$ cat src/rtl/draw_arb_pkg.sv
// Shared encodings for the sprite draw arbiter: requester op codes and FSM states.
package draw_arb_pkg;

  localparam logic [1:0] OP_NOP  = 2'b00;
  localparam logic [1:0] OP_BG   = 2'b01;
  localparam logic [1:0] OP_CHAR = 2'b10;
  localparam logic [1:0] OP_MOVE = 2'b11;

  localparam logic [2:0] ST_IDLE      = 3'd0;
  localparam logic [2:0] ST_DRAW_BG   = 3'd1;
  localparam logic [2:0] ST_GAP       = 3'd2;
  localparam logic [2:0] ST_DRAW_CHAR = 3'd3;
  localparam logic [2:0] ST_ACK       = 3'd4;

  typedef enum logic [2:0] {
    IDLE      = ST_IDLE,
    DRAW_BG   = ST_DRAW_BG,
    GAP       = ST_GAP,
    DRAW_CHAR = ST_DRAW_CHAR,
    ACK       = ST_ACK
  } arb_state_e;

  function automatic logic op_needs_bg(input logic [1:0] o);
    return (o == OP_BG) || (o == OP_MOVE);
  endfunction

endpackage

$ cat src/rtl/rr_pick.sv
// Combinational round-robin select: first asserted request after 'last', with wrap.
module rr_pick
  import draw_arb_pkg::*;
#(
  parameter int NUM_REQ = 2,
  parameter int IW      = 1
) (
  input  logic [NUM_REQ-1:0] req,
  input  logic [IW-1:0]      last,
  output logic               valid,
  output logic [IW-1:0]      grant_idx
);

  logic [IW-1:0] cand_s;

  // Walk candidates from farthest to nearest so the nearest hit after 'last' wins.
  always_comb begin
    valid     = 1'b0;
    grant_idx = '0;
    cand_s    = '0;
    for (int k = NUM_REQ; k >= 1; k--) begin
      cand_s    = IW'((int'(last) + k) % NUM_REQ);
      valid     = valid | req[cand_s];
      grant_idx = req[cand_s] ? cand_s : grant_idx;
    end
  end

endmodule

$ cat src/rtl/sprite_draw_arbiter.sv
// Shares one 4x4 tile drawer among NUM_REQ requesters; MOVE becomes an erase job
// followed, after a one-cycle gap, by a character job at the new location.
module sprite_draw_arbiter
  import draw_arb_pkg::*;
#(
  parameter int NUM_REQ = 2,
  parameter int XW      = 9,
  parameter int YW      = 8
) (
  input  logic                  clock,
  input  logic                  reset,
  input  logic [NUM_REQ-1:0]    req,
  input  logic [2*NUM_REQ-1:0]  op,
  input  logic [XW*NUM_REQ-1:0] old_x,
  input  logic [YW*NUM_REQ-1:0] old_y,
  input  logic [XW*NUM_REQ-1:0] new_x,
  input  logic [YW*NUM_REQ-1:0] new_y,
  output logic [NUM_REQ-1:0]    ack,
  output logic                  busy,
  output logic                  drawBG,
  output logic                  drawChar,
  output logic [XW-1:0]         data_x,
  output logic [YW-1:0]         data_y,
  input  logic                  doneDraw
);

  localparam int IW = (NUM_REQ > 1) ? $clog2(NUM_REQ) : 1;

  arb_state_e          state_q;
  logic [IW-1:0]       last_q;
  logic [IW-1:0]       grant_q;
  logic [1:0]          op_q;
  logic [XW-1:0]       new_x_q;
  logic [YW-1:0]       new_y_q;
  logic [NUM_REQ-1:0]  ack_q;
  logic                busy_q;
  logic                bg_q;
  logic                char_q;
  logic [XW-1:0]       data_x_q;
  logic [YW-1:0]       data_y_q;

  logic                pick_valid_s;
  logic [IW-1:0]       pick_idx_s;
  logic [1:0]          sel_op_s;
  logic [XW-1:0]       sel_old_x_s;
  logic [YW-1:0]       sel_old_y_s;
  logic [XW-1:0]       sel_new_x_s;
  logic [YW-1:0]       sel_new_y_s;
  logic [NUM_REQ-1:0]  ack_hot_s;

  rr_pick #(
    .NUM_REQ (NUM_REQ),
    .IW      (IW)
  ) u_pick (
    .req       (req),
    .last      (last_q),
    .valid     (pick_valid_s),
    .grant_idx (pick_idx_s)
  );

  // Operand mux for the current winner and one-hot decode of the held grant.
  always_comb begin
    sel_op_s    = OP_NOP;
    sel_old_x_s = '0;
    sel_old_y_s = '0;
    sel_new_x_s = '0;
    sel_new_y_s = '0;
    ack_hot_s   = '0;
    for (int i = 0; i < NUM_REQ; i++) begin
      sel_op_s     = (pick_idx_s == IW'(i)) ? op[2*i +: 2]      : sel_op_s;
      sel_old_x_s  = (pick_idx_s == IW'(i)) ? old_x[XW*i +: XW] : sel_old_x_s;
      sel_old_y_s  = (pick_idx_s == IW'(i)) ? old_y[YW*i +: YW] : sel_old_y_s;
      sel_new_x_s  = (pick_idx_s == IW'(i)) ? new_x[XW*i +: XW] : sel_new_x_s;
      sel_new_y_s  = (pick_idx_s == IW'(i)) ? new_y[YW*i +: YW] : sel_new_y_s;
      ack_hot_s[i] = (grant_q == IW'(i));
    end
  end

  // Arbitration FSM with capture and output registers.
  always_ff @(posedge clock) begin
    if (reset) begin
      state_q  <= IDLE;
      last_q   <= IW'(NUM_REQ - 1);
      grant_q  <= '0;
      op_q     <= OP_NOP;
      new_x_q  <= '0;
      new_y_q  <= '0;
      ack_q    <= '0;
      busy_q   <= 1'b0;
      bg_q     <= 1'b0;
      char_q   <= 1'b0;
      data_x_q <= '0;
      data_y_q <= '0;
    end else begin
      case (state_q)
        IDLE: begin
          ack_q <= '0;
          if (pick_valid_s) begin
            grant_q <= pick_idx_s;
            op_q    <= sel_op_s;
            new_x_q <= sel_new_x_s;
            new_y_q <= sel_new_y_s;
            busy_q  <= 1'b1;
            if (op_needs_bg(sel_op_s)) begin
              state_q  <= DRAW_BG;
              bg_q     <= 1'b1;
              data_x_q <= sel_old_x_s;
              data_y_q <= sel_old_y_s;
            end else if (sel_op_s == OP_CHAR) begin
              state_q  <= DRAW_CHAR;
              char_q   <= 1'b1;
              data_x_q <= sel_new_x_s;
              data_y_q <= sel_new_y_s;
            end else begin
              state_q <= ACK;
            end
          end
        end
        DRAW_BG: begin
          if (doneDraw) begin
            bg_q    <= 1'b0;
            state_q <= GAP;
          end
        end
        // One idle cycle lets the drawer leave DONE before the next job.
        GAP: begin
          if (op_q == OP_MOVE) begin
            data_x_q <= new_x_q;
            data_y_q <= new_y_q;
            char_q   <= 1'b1;
            state_q  <= DRAW_CHAR;
          end else begin
            state_q <= ACK;
          end
        end
        DRAW_CHAR: begin
          if (doneDraw) begin
            char_q  <= 1'b0;
            state_q <= ACK;
          end
        end
        ACK: begin
          ack_q   <= ack_hot_s;
          last_q  <= grant_q;
          busy_q  <= 1'b0;
          state_q <= IDLE;
        end
        default: begin
          state_q <= IDLE;
          ack_q   <= '0;
          busy_q  <= 1'b0;
          bg_q    <= 1'b0;
          char_q  <= 1'b0;
        end
      endcase
    end
  end

  assign ack      = ack_q;
  assign busy     = busy_q;
  assign drawBG   = bg_q;
  assign drawChar = char_q;
  assign data_x   = data_x_q;
  assign data_y   = data_y_q;

endmodule

$ cat config.mk
export PLATFORM = sky130hd
export DESIGN_NAME = sprite_draw_arbiter
export DESIGN_NICKNAME = d
export VERILOG_FILES = /design/src/rtl/draw_arb_pkg.sv /design/src/rtl/rr_pick.sv /design/src/rtl/sprite_draw_arbiter.sv
export SDC_FILE = /design/constraint.sdc
export NUM_CORES = 1
export LEC_CHECK = 0
export CORE_MARGIN = 2
export CORE_UTILIZATION = 30
export DETAILED_ROUTE_END_ITERATION = 16
export DONT_BUFFER_PORTS = 1
export PLACE_DENSITY = 0.45
export SLEW_MARGIN = 25
export SYNTH_ARGS = -nofsm -noshare
export SYNTH_HDL_FRONTEND = slang
export SYNTH_SLANG_ARGS = --single-unit
$ cat constraint.sdc
create_clock -name clock -period 2.7 [get_ports clock]
set_clock_uncertainty 0.05 [all_clocks]
set_input_delay 0.27 -clock clock [delete_from_list [all_inputs] [get_ports clock]]
set_output_delay 0.27 -clock clock [all_outputs]
set_load 0.02 [all_outputs]
==> metrics.txt <==
status finished clean; layout cells sized above 1 18.2%; number of global-route vias before repair 2374; cell row count 34; worst reg2reg endpoint data_y[6]$_SDFFE_PP0P_; routed wire length on met3 716 um; Synth Area in Compound Gates 24.1%; clk slew on worst S/H paths 90 ps; post-synthesis area per instance 8.76 um^2; initial core utilization approximately 31%; Hold Fails Final Rpt 0; DR vias/cell approximately 5.9; clk sink count 46; crit end category flip-flop; Reg-to-Reg Start last_q$_SDFFE_PP1N_; top sig layer met4; root buf cell clkbuf_8; Adder-Cell Fraction of Synth Area 0%; GRT overflow 0; commonest non-fill, non-tap cell in the layout dfxtp_1; largest net degree at the start of global routing 42; Pre-antenna DRT Iters 4; hold path cells 1; mux cell area share after synthesis 8.77%; Synth cell types 40; Metal-1 WL roughly 3.6 mm; highest cell delay on the worst timing path just over 400 ps; Max transition margin 65.2%; Max FO, Critical Path 34; R2R depth 5; Clock Path Buffers 2; routed via count 2370; Chip Height 98.5 um; first-pass GRT wire length 13.5 mm; DRT iter0 DRCs 126; slack of the worst reg-to-reg path 770 ps; full die area 9710 um^2; hold path startpoint reset; port bufs 0; DRT antenna net count 0; CORE AREA just under 9000 um^2; post-CTS sizing 0; post-synthesis xor/xnor area fraction 0%; TritonCTS clock tree done; Tot GR Track Use 17.4%; Final Cell Area 2810 um^2; Crit Path Class flip-flop to flip-flop; initial antenna violation count 1; Post-Syn Area around 2700 um^2; Layout area overhead 4.95%; TNS Setup 0 ps; CP top delay family compound AO/OA/AOI/OAI gates; cells after synthesis 306; Critical Path RT between 2000 and 3000 ps; Max-cap violations 0; simple-gate share of the synthesized area 25.7%; CP max stage cell mux2_2; placed cell areas 2710 um^2; number of warnings issued by yosys 0; Yosys reg bits 46; Worst Hold End last_q$_SDFFE_PP1N_; DIE WIDTH 98.5 um; worst-skew pair later-pin latency 300 ps; number of fillers in the final layout 951; RSZ-0062 raised after global routing false; sequential area share after synthesis around 34%; met2 WL 3.81 mm; CP Buf/Inv Count 1; DP HPWL about 5.5 mm; endpoints failing setup 0; Final Net Count 369; Final GP Congestion 0.759; Top Ports 99; Max VDD drop 0.237 mV; syn nets roughly 380; PwrDens 708 nW/um^2; P_leak 0.927 nW; fmax 517 MHz; commonest non-fill, non-tap cells in the layout 46 x dfxtp_1, 44 x nor2_1, 35 x nand3b_1, 24 x nand2_1; period utilization 71.6%; Worst Setup Start Kind flip-flop; Total Wirelength slightly above 8 mm; post-DR wirelength/cell 20.5 um; Core Util, Final 32.4%; Slew @ Worst Pin 515 ps; H-tree depth 2; crit-path cells a21bo_1 -> buf_4 -> mux2_2 -> o2111ai_1 -> a311oi_2; min cycle time layout 1930 ps; Worst Path Arrival ~2100 ps; CTS Buf Count 5; hold crit path type input pin to flip-flop; Pins Over Slew Limit 0; drc violations 0; largest family of logic cells by synthesized area simple AND/OR/NAND/NOR gates
[repair_timing]
action / in CTS / in global routing
hold buffers: 1 / 0
setup buffers: 0 / 0
hold endpoints to repair: 41 / 0
[registers in the layout, summed over array words and instances, names as in the netlist]
name,count
new_x_q,9
ack,2
drawChar,1
op_q,2
grant_q,1
data_x,9
state_q,3
last_q,1
new_y_q,8
data_y,8
busy,1
drawBG,1
[power by group]
| group | leakage, nW | internal [W] | switching (W) | total (W) |
|---|---|---|---|---|
| clock network | 0.0438 | 0.000175 | 0.000241 | 0.000416 |
| logic | 0.502 | 0.000245 | 0.000352 | 0.000596 |
| registers | 0.381 | 0.000806 | 0.000174 | 0.000980 |
[routing by layer]
metal	global-route usage [%]	up-vias
met5	0	-
met4	5.16	0
met3	5.11	12
met2	28.4	102
met1	22.5	1138
li1	-	1118
[synthesized netlist by cell type (all sizes together)]
library cell  instances  share of area [%]
nor2                 44                6.2
a31oi                 2               0.47
a2bb2oi               1               0.33
clkbuf               11                1.5
o21ai                 2               0.37
o2111ai              17                5.6
nand3b               35                9.8
a21boi                1               0.28
a21bo                 1               0.37
mux2i                 2                1.2
nand2                24                3.4
or3                   1               0.23
nor3                 21                4.7
a32o                  1               0.37
o21ba                 1               0.37
a21o                  1               0.28
inv                   2               0.28
or2                   2               0.47
o311ai                2               0.65
and3                  1               0.23
a22oi                 1               0.28
buf                  21                5.3
a211o                 1               0.33
a21oi                 8                1.5
dfxtp                46                 34
mux2                 18                7.6
a211oi               18                5.0
and2                  1               0.23
a311oi               17                7.7
nand2b                2               0.47
o21bai                1               0.28
[final cells by class]
type | instances | area, um^2 | area share, %
Multi-Input combinational cell | 226 | 1570 | 55.9
Sequential cell | 46 | 921 | 32.7
Tap cell | 108 | 135 | 4.80
Timing Repair Buffer | 11 | 95.1 | 3.38
Clock buffer | 5 | 68.8 | 2.45
Clock inverter | 2 | 10.0 | 0.356
Inverter | 2 | 7.51 | 0.267
Antenna cell | 1 | 2.50 | 0.0889
[through the flow]
stage	std cells	setup slack (ps)	hold WS [ps]	total power [W]
final	401	766	15.7	0.00199
after global routing	401	584	12.1	0.00212
after CTS	400	744	10.4	0.00201
after detailed placement	392	753	297	0.00159
after global placement	392	753	296	0.00158
after floorplan	306	1110	387	0.00148
[worst max-delay path by stage]
stage,start,to,slack (ps),cells after the start
floorplan,last_q$_SDFFE_PP1N_,data_y[5]$_SDFFE_PP0P_,1110,6
global placement,last_q$_SDFFE_PP1N_,data_y[6]$_SDFFE_PP0P_,750,5
detailed placement,last_q$_SDFFE_PP1N_,data_x[7]$_SDFFE_PP0P_,750,5
CTS,last_q$_SDFFE_PP1N_,data_x[7]$_SDFFE_PP0P_,740,5
global route,state_q[2]$_SDFFE_PP0P_,data_x[4]$_SDFFE_PP0P_,580,5
finish,last_q$_SDFFE_PP1N_,data_y[6]$_SDFFE_PP0P_,770,5
[kinds of logic (layout without fill, tap and decap cells)]
logic type             count (synthesis)  after routing
other                                  0              1
and+or+nand+nor                      131            131
buffers and inverters                 34             20
muxes                                 20             20
AOI/OAI and AO/OA                     75             75
DFF                                   46             46
[worst register-to-register path, cell delays in order, from the launching register on]
cell	delay [ps]
dfxtp_1	370
a21bo_1	200
buf_4	400
mux2_2	430
o2111ai_1	260
a311oi_2	130
No activity file was read; power rests on OpenSTA's default activity.
